File: src/rtl/decode_lane_arbiter.sv
// Two-lane fetch arbiter: per-lane FIFOs feeding one registered instruction stream
// into the shared format decoders, round-robin between lanes, with stall and per-lane flush.
module decode_lane_arbiter #(
   parameter int addressWidth            = 64,
   parameter int instructionWidth        = 32,
   parameter int PidSize                 = 20,
   parameter int TidSize                 = 16,
   parameter int instructionCounterWidth = 64,
   parameter int fifoDepth               = 4,
   parameter int fifoPtrWidth            = 2
) (
   input  logic                                 clock_i,
   input  logic                                 reset_i,
   input  logic                                 stall_i,
   input  logic [1:0]                           flush_i,
   input  logic [1:0]                           laneEnable_i,
   output logic [1:0]                           laneReady_o,
   input  logic [2*instructionWidth-1:0]        laneInstruction_i,
   input  logic [2*addressWidth-1:0]            laneAddress_i,
   input  logic [1:0]                           laneIs64Bit_i,
   input  logic [2*PidSize-1:0]                 lanePid_i,
   input  logic [2*TidSize-1:0]                 laneTid_i,
   input  logic [2*instructionCounterWidth-1:0] laneMajId_i,
   output logic                                 enable_o,
   output logic [instructionWidth-1:0]          instruction_o,
   output logic [5:0]                           instructionOpcode_o,
   output logic [addressWidth-1:0]              instructionAddress_o,
   output logic                                 is64Bit_o,
   output logic [PidSize-1:0]                   instructionPid_o,
   output logic [TidSize-1:0]                   instructionTid_o,
   output logic [instructionCounterWidth-1:0]   instructionMajId_o,
   output logic                                 grantLane_o,
   output logic [1:0]                           overflow_o
);

   typedef struct packed {
      logic [instructionWidth-1:0]        instruction;
      logic [addressWidth-1:0]            address;
      logic                               is64Bit;
      logic [PidSize-1:0]                 pid;
      logic [TidSize-1:0]                 tid;
      logic [instructionCounterWidth-1:0] majId;
   } entryType;

   localparam logic [fifoPtrWidth:0] fullCount = (fifoPtrWidth + 1)'(fifoDepth);

   entryType                fifoMem [2][fifoDepth];
   entryType                laneEntry [2];
   logic [fifoPtrWidth:0]   count [2];
   logic [fifoPtrWidth-1:0] readPtr [2];
   logic [fifoPtrWidth-1:0] writePtr [2];
   logic [1:0]              laneReady;
   logic [1:0]              eligible;
   logic [1:0]              pushEnable;
   logic [1:0]              popEnable;
   logic                    grantValid;
   logic                    grantLane;
   logic                    priorityLane;
   logic                    enableReg;
   logic                    grantLaneReg;
   logic [1:0]              overflowReg;
   entryType                outEntry;

   // Lane 0 occupies the upper half of every packed lane bus.
   for (genvar n = 0; n < 2; n++) begin : gLaneUnpack
      assign laneEntry[n] = {laneInstruction_i[(1-n)*instructionWidth +: instructionWidth],
                             laneAddress_i[(1-n)*addressWidth +: addressWidth],
                             laneIs64Bit_i[1-n],
                             lanePid_i[(1-n)*PidSize +: PidSize],
                             laneTid_i[(1-n)*TidSize +: TidSize],
                             laneMajId_i[(1-n)*instructionCounterWidth +: instructionCounterWidth]};
   end

   always_comb begin
      for (int n = 0; n < 2; n++) begin
         laneReady[n]  = (count[n] != fullCount);
         pushEnable[n] = laneEnable_i[n] && laneReady[n] && !flush_i[n];
         eligible[n]   = (count[n] != '0) && !flush_i[n];
      end
   end

   // NOTE: every always_comb output gets a default first so no latch is inferred.
   always_comb begin
      grantValid = |eligible;
      grantLane  = (&eligible) ? priorityLane : eligible[1];
      popEnable  = 2'b00;
      if (!stall_i && grantValid) popEnable[grantLane] = 1'b1;
   end

   // NOTE: sequential state uses non-blocking assignments only.
   always_ff @(posedge clock_i or posedge reset_i) begin
      if (reset_i) begin
         for (int n = 0; n < 2; n++) begin
            count[n]    <= '0;
            readPtr[n]  <= '0;
            writePtr[n] <= '0;
         end
         overflowReg <= 2'b00;
      end else begin
         for (int n = 0; n < 2; n++) begin
            if (laneEnable_i[n] && !laneReady[n]) overflowReg[n] <= 1'b1;
            if (flush_i[n]) begin
               count[n]    <= '0;
               readPtr[n]  <= '0;
               writePtr[n] <= '0;
            end else begin
               if (pushEnable[n]) writePtr[n] <= writePtr[n] + 1'b1;
               if (popEnable[n]) readPtr[n] <= readPtr[n] + 1'b1;
               if (pushEnable[n] && !popEnable[n]) count[n] <= count[n] + 1'b1;
               else if (popEnable[n] && !pushEnable[n]) count[n] <= count[n] - 1'b1;
            end
         end
      end
   end

   // NOTE: FIFO storage is not reset; the counts and pointers alone define validity.
   always_ff @(posedge clock_i) begin
      for (int n = 0; n < 2; n++) begin
         if (pushEnable[n]) fifoMem[n][writePtr[n]] <= laneEntry[n];
      end
   end

   always_ff @(posedge clock_i or posedge reset_i) begin
      if (reset_i) begin
         outEntry     <= '0;
         enableReg    <= 1'b0;
         grantLaneReg <= 1'b0;
         priorityLane <= 1'b0;
      end else if (!stall_i) begin
         if (grantValid) begin
            outEntry     <= fifoMem[grantLane][readPtr[grantLane]];
            enableReg    <= 1'b1;
            grantLaneReg <= grantLane;
            priorityLane <= ~grantLane;
         end else begin
            enableReg <= 1'b0;
         end
      end else if (flush_i[grantLaneReg]) begin
         // A flushed lane must not keep its instruction in front of the decoders while stalled.
         enableReg <= 1'b0;
      end
   end

   assign laneReady_o          = laneReady;
   assign overflow_o           = overflowReg;
   assign enable_o             = enableReg;
   assign grantLane_o          = grantLaneReg;
   assign instruction_o        = outEntry.instruction;
   assign instructionOpcode_o  = outEntry.instruction[instructionWidth-1 -: 6];
   assign instructionAddress_o = outEntry.address;
   assign is64Bit_o            = outEntry.is64Bit;
   assign instructionPid_o     = outEntry.pid;
   assign instructionTid_o     = outEntry.tid;
   assign instructionMajId_o   = outEntry.majId;

endmodule

File: config.mk
export PLATFORM = sky130hd
export DESIGN_NAME = decode_lane_arbiter
export DESIGN_NICKNAME = d
export VERILOG_FILES = /design/src/rtl/decode_lane_arbiter.sv
export SDC_FILE = /design/constraint.sdc
export NUM_CORES = 2
export LEC_CHECK = 0
export CORE_MARGIN = 1
export CORE_UTILIZATION = 45
export DETAILED_ROUTE_END_ITERATION = 16
export PLACE_DENSITY = 0.66
export SLEW_MARGIN = 10
export SYNTH_ARGS = -nofsm -noshare
export SYNTH_HDL_FRONTEND = slang
export SYNTH_SLANG_ARGS = --single-unit
File: constraint.sdc
create_clock -name clock_i -period 10.45 [get_ports clock_i]
set_input_delay 1.045 -clock clock_i [delete_from_list [all_inputs] [get_ports clock_i]]
set_output_delay 1.045 -clock clock_i [all_outputs]
set_load 0.05 [all_outputs]
* After elaboration in Yosys (flattened, before gate mapping)
Memories as Yosys holds them, arrays and structs flattened.
Index checks and enable logic that the tools add are counted.
** Word-level totals
- Output and inout bits :: 209
- Bits of input ports :: 401
- RAM bits :: 1576
- Register bits after elaboration :: 216
- Word-level logic and storage cells :: 117
- Memories kept :: 1
** Cells by class
- Magnitude comparators :: 9
- Equal/unequal tests :: 3
- Bitwise gates (word level) :: 6
- $add $sub $neg :: 8
- Reduce and logical (&&, ||, !) cells :: 36
- Mux-type cells :: 37
** Memory list
- fifoMem :: depth 2, bits a word 788, rd ports 1, clocked after memory_dff 0, wr ports 2, line 47 : entryType fifoMem [2][fifoDepth];
** Operators by type and width (number)
- $mux W788 :: 2
- $demux W197 S2 :: 2
- $mux W197 :: 4
- $bmux W197 S2 :: 1
- $mux W2 :: 12
- $mux W3 :: 6
- $logic_and A1 B1 Y1 :: 16
- $reduce_bool A3 Y1 :: 4
- $ge A3 B3 Y1 const B :: 3
- $logic_not A1 Y1 :: 9
- $mux W1 :: 9
- $not A2 Y3 :: 3
- $add A2 B1 Y2 const B :: 4
- $reduce_bool A2 Y1 :: 4
- $add A3 B1 Y3 const B :: 2
- $lt A3 B1 Y1 const B :: 2
- $ne A3 B3 Y1 const B :: 2
- $sub A3 B1 Y3 const B :: 2
- $lt A1 B2 Y1 const B :: 2
- $reduce_and A2 Y1 :: 2
- $ge A2 B2 Y1 const B :: 1
- $ne A2 B1 Y1 const B :: 1
- $not A1 Y1 :: 2
- $not A1 Y2 :: 1
- 3 further kinds :: 3

* Longest topological paths before layout
- Word-level depth :: 13
- Gate-level depth with buffers :: 9
- Gate-level depth less buffers :: 7

* Worst setup path before layout
Ideal clock, no wire load.
- Kind :: input port to flip-flop
- From :: input flush_i[1]
- To :: memory fifoMem[1][0] (netlist bit) (enable)
- Stages :: 5
- Library setup time :: 582 ps
- Data required time :: 9868 ps
- Data arrival time :: 6194 ps
- Slack :: 3674 ps
- Path buffers :: 2
- Path through :: clkbuf_1 > inv_1 > and3_1 > clkbuf_1 > and2_1
** RTL lines
- from (decl) :: line 15 : input logic [1:0] flush_i,
- to (decl) :: line 47

* Worst setup path after layout
- From :: input flush_i[0]
- To :: register outEntry, in the netlist is64Bit_o
** Between the ends
- Word-level cells in the longest chain between the ends :: 12
- Elaborated cells between the ends (all ways) :: 15
** Ends and longest elaborated chain
- $logic_not A1 Y1 * :: line 78 : eligible[n] = (count[n] != '0) && !flush_i[n];
- $logic_and A1 B1 Y1 * :: line 78
- $reduce_and A2 Y1 :: line 85 : grantLane = (&eligible) ? priorityLane : eligible[1];
- $mux W1 :: line 85
- $not A1 Y2 (implied by the code) :: line 131 : outEntry <= fifoMem[grantLane][readPtr[grantLane]];
- $mux W2 (implied by the code) (3 in series) :: line 131
- $not A2 Y3 (implied by the code) :: line 131
- $bmux W197 S2 :: line 131
- $mux W197 (implied by the code) (2 in series) :: line 131
- to (signal assigned) :: line 131
- to (decl) :: line 62 : entryType outEntry;
Every way passes the cells marked *; elsewhere a longest branch is shown, timed or not. The select of a mux whose other input is x is not followed.
A chain may end at the register's enable or synchronous reset.

==> impl_results.md <==
- Power Total: roughly 19 mW
- Post-DP Area: 76600 µm²
- Worst Tran Pin Value: 1130 ps
- Slew Limit Fails: 0
- Syn. warnings: 0
- CP endpoint kind: flip-flop
- Ports: 610
- Seq/Total Area, Yosys: 77.0%
- Layout area overhead: 20.4%
- Row count: roughly 140
- P_leak: about 26 nW
- Fin Setup TNS: 0 ps
- Placed cells: 6352
- RSZ-0062 raised after global routing: false
- CTS buffer count: 180
- Max IR drop VDD: 169 µV
- Post-synth EDFFs: 1576
- Clock buffer depth: 3
- R2R Path End: is64Bit_o
- H-tree depth: 4
- Critical Path RT: 11090 ps
- Worst R2R Path Depth: 8
- CTS tree: done
- Max-slew headroom: approximately a quarter
- Final critical-path required period: between 5000 and 6000 ps
- Design area: 82500 µm²
- Die X: 392 µm
- Drt first pass iters: 5
- Die Ht: 392 µm
- Worst-path maximum fanout: 70
- Via density per instance: roughly 5.7
- Distinct cell type count after synthesis: 41
- GP Congestion: 0.773
- Worst Hold Class: reg2reg
- Crit path kind: in2reg
- Fin nets: 4929
- Maximum operating frequency: 193 MHz
- Post-CTS setup buffers: 0
- Hold Path Sink: overflow_o[1]
- Vias in the first global route: 37500
- Detail Route Antenna Nets: 0
- Global-route wire length before repair: 252 mm
- Final setup margin: 5260 ps
- Pre-CTS setup slack: 4530 ps
- Worst Setup Start Kind: input pin
- Share of layout cells above drive strength 1: 7.44%
- Mapped cell area: 68500 µm²
- Yosys reg bits: about 1800
- Hold path startpoint: overflow_o[1]
- DRC: 0
- Avg WL per Cell: 26.0 µm
- Async set-reset flop share out of synthesis: 12.1%
- Worst Skew: around 50 ps
- Final Hold Viols: 0
- Total grt overflow: 0
- Initial antenna violation count: 40
- CTS root buf: clkbuf_16
- Max-Cap Viols: 0
- Syn_nets: 4371
- R2R Path Start: count[0]
- Arrival time worst endpoint: 5830 ps
- WHS Path Cells: 1
- Top_reg_cell synth: edfxtp_1
- Die area: between 150000 and 200000 µm²
- IO Port Bufs: 609
- Post-Synthesis Mean Instance Area: between 15 and 20 µm²
- Clk Latency, worst-skew pair: 800 ps
- Hold-fix buffers at CTS: 0
- Final worst path period share: between 40% and 50%
- Pwr/cell area: 235 nW/µm²
- Post-Syn Instances: 3960
- Reg2reg setup slack: 5690 ps
- WL final: 174 mm
- Outcome: finished clean
- Final setup viols: 0
- Gr usage total: ~22%
- Final std cells w/o fill: 6710
- Largest net degree at the start of global routing: 164
- Core Region: 150000 µm²
- Fillcell total: 11800
- DRT iter0 DRCs: 2569
- Initial core utilization: approximately 46%
- DPL Wire Length: 96.8 mm
- Sinks on Clock Net: ~1800
- Post-CTS sizing: 0
- Worst-path clk slew: 60 ps
- Total number of vias: 38100
final cells by class:
| cell class | instances | area, µm² | share of cell area, % |
|---|---|---|---|
| Antenna cell | 18 | 45.0 | 0.0546 |
| Clock buffer | 260 | 5090 | 6.17 |
| Clock inverter | 80 | 728 | 0.883 |
| Inverter | 12 | 52.6 | 0.0637 |
| Multi-Input combinational cell | 1863 | 14600 | 17.7 |
| Sequential cell | 1792 | 52700 | 63.9 |
| Tap cell | 2016 | 2520 | 3.06 |
| Timing Repair Buffer | 669 | 6710 | 8.13 |
cell families after synthesis:
family / Yosys count / share of synthesized area [%]
compound gates: 1006 / 11.1
xor+xnor: 7 / 0.0895
fa+ha+maj: 10 / 0.205
buf+inv: 305 / 1.79
flops: 1792 / 77.0
mux: 396 / 5.81
simple gates: 444 / 3.99
critical path, stage by stage:
cell and delay [ps]:
clkdlybuf4s50_1 740, o311ai_4 400, buf_4 730, buf_4 670, buf_4 830, buf_4 720
a211oi_1 170, a221o_1 300
registers in the layout (all words and copies together) (netlist names):
name                  count
enable_o                  1
instructionAddress_o     64
priorityLane              1
overflow_o                2
instructionPid_o         20
readPtr                   4
instructionMajId_o       64
instructionTid_o         16
writePtr                  4
grantLane_o               1
fifoMem                1576
is64Bit_o                 1
count                     6
instruction_o            32
layout by cell type, fill, tap and decap left out, types with 3 or more instances in the layout:
cell type        count
edfxtp_1          1576
clkdlybuf4s50_1    609
a211oi_1           582
nor2b_1            395
mux2i_1            395
dfrtp_1            214
a21oi_1            200
a221o_1            197
clkbuf_16          183
clkbuf_1            55
buf_4               47
clkinv_1            29
clkinv_2            26
clkbuf_8            22
diode_2             18
buf_12              13
inv_1               11
nor2_1              10
a211oi_2            10
nor3_1               8
and2_4               8
ha_1                 8
bufinv_16            8
nand2_1              7
xnor2_1              6
inv_6                6
o21ai_0              4
nand3_1              4
clkinv_16            4
and3_1               3
clkinvlp_4           3
synth_stat cells, drive strengths merged, types with 2 or more instances:
| library cell | number | area, µm² |
|---|---|---|
| ha | 8 | 100 |
| fa | 2 | 40.0 |
| buf | 61 | 308 |
| a211oi | 592 | 4490 |
| edfxtp | 1576 | 47300 |
| inv | 12 | 45.0 |
| o311a | 2 | 20.0 |
| a41o | 2 | 20.0 |
| xnor2 | 6 | 52.6 |
| a21oi | 200 | 1000 |
| nand2 | 8 | 30.0 |
| nand3 | 4 | 20.0 |
| nor3 | 9 | 50.1 |
| o21ai | 4 | 20.0 |
| clkbuf | 232 | 871 |
| nor2b | 395 | 2470 |
| or3b | 2 | 17.5 |
| mux2i | 395 | 3950 |
| dfrtp | 216 | 5410 |
| nor2 | 10 | 37.5 |
| o31ai | 2 | 20.0 |
| and3 | 3 | 18.8 |
| and2 | 10 | 62.6 |
| a221o | 197 | 1970 |
worst max-delay path by stage:
| stage | start | end | slack, ps | depth (start not counted) |
|---|---|---|---|---|
| after detailed placement | flush_i[0] | instructionAddress_o[26] | 4530 | 9 |
| after global placement | flush_i[0] | instructionAddress_o[19] | 4620 | 8 |
| after CTS | flush_i[0] | instructionAddress_o[49] | 5400 | 9 |
| after floorplan | reset_i | count[0] | 3500 | 1 |
| after global routing | flush_i[0] | instructionAddress_o[49] | 5110 | 9 |
| final | flush_i[0] | is64Bit_o | 5260 | 8 |
stage by stage:
stage / hold slack [ps] / util, %
after floorplan: 492 / -
after global placement: 456 / 50.9
after detailed placement: 458 / 50.9
after CTS: 481 / 54.8
after global routing: 501 / 54.8
final: 480 / 54.8
layer usage:
layer / GRT usage [%] / vias up / wire, µm
met4: 8.07 / 40 / 4730
met5: 0 / - / 241
met1: 29.7 / 19500 / 73100
met2: 36.4 / 1132 / 85300
met3: 4.84 / 285 / 11000
li1: - / 17100 / -
power breakdown:
group	switching, mW	internal, mW	total, mW
sequential	0.360	8.46	8.82
combinational	2.87	1.43	4.29
clock	2.68	3.59	6.27
total	5.91	13.5	19.4
Note: power is estimated with default switching activity, not from simulation.
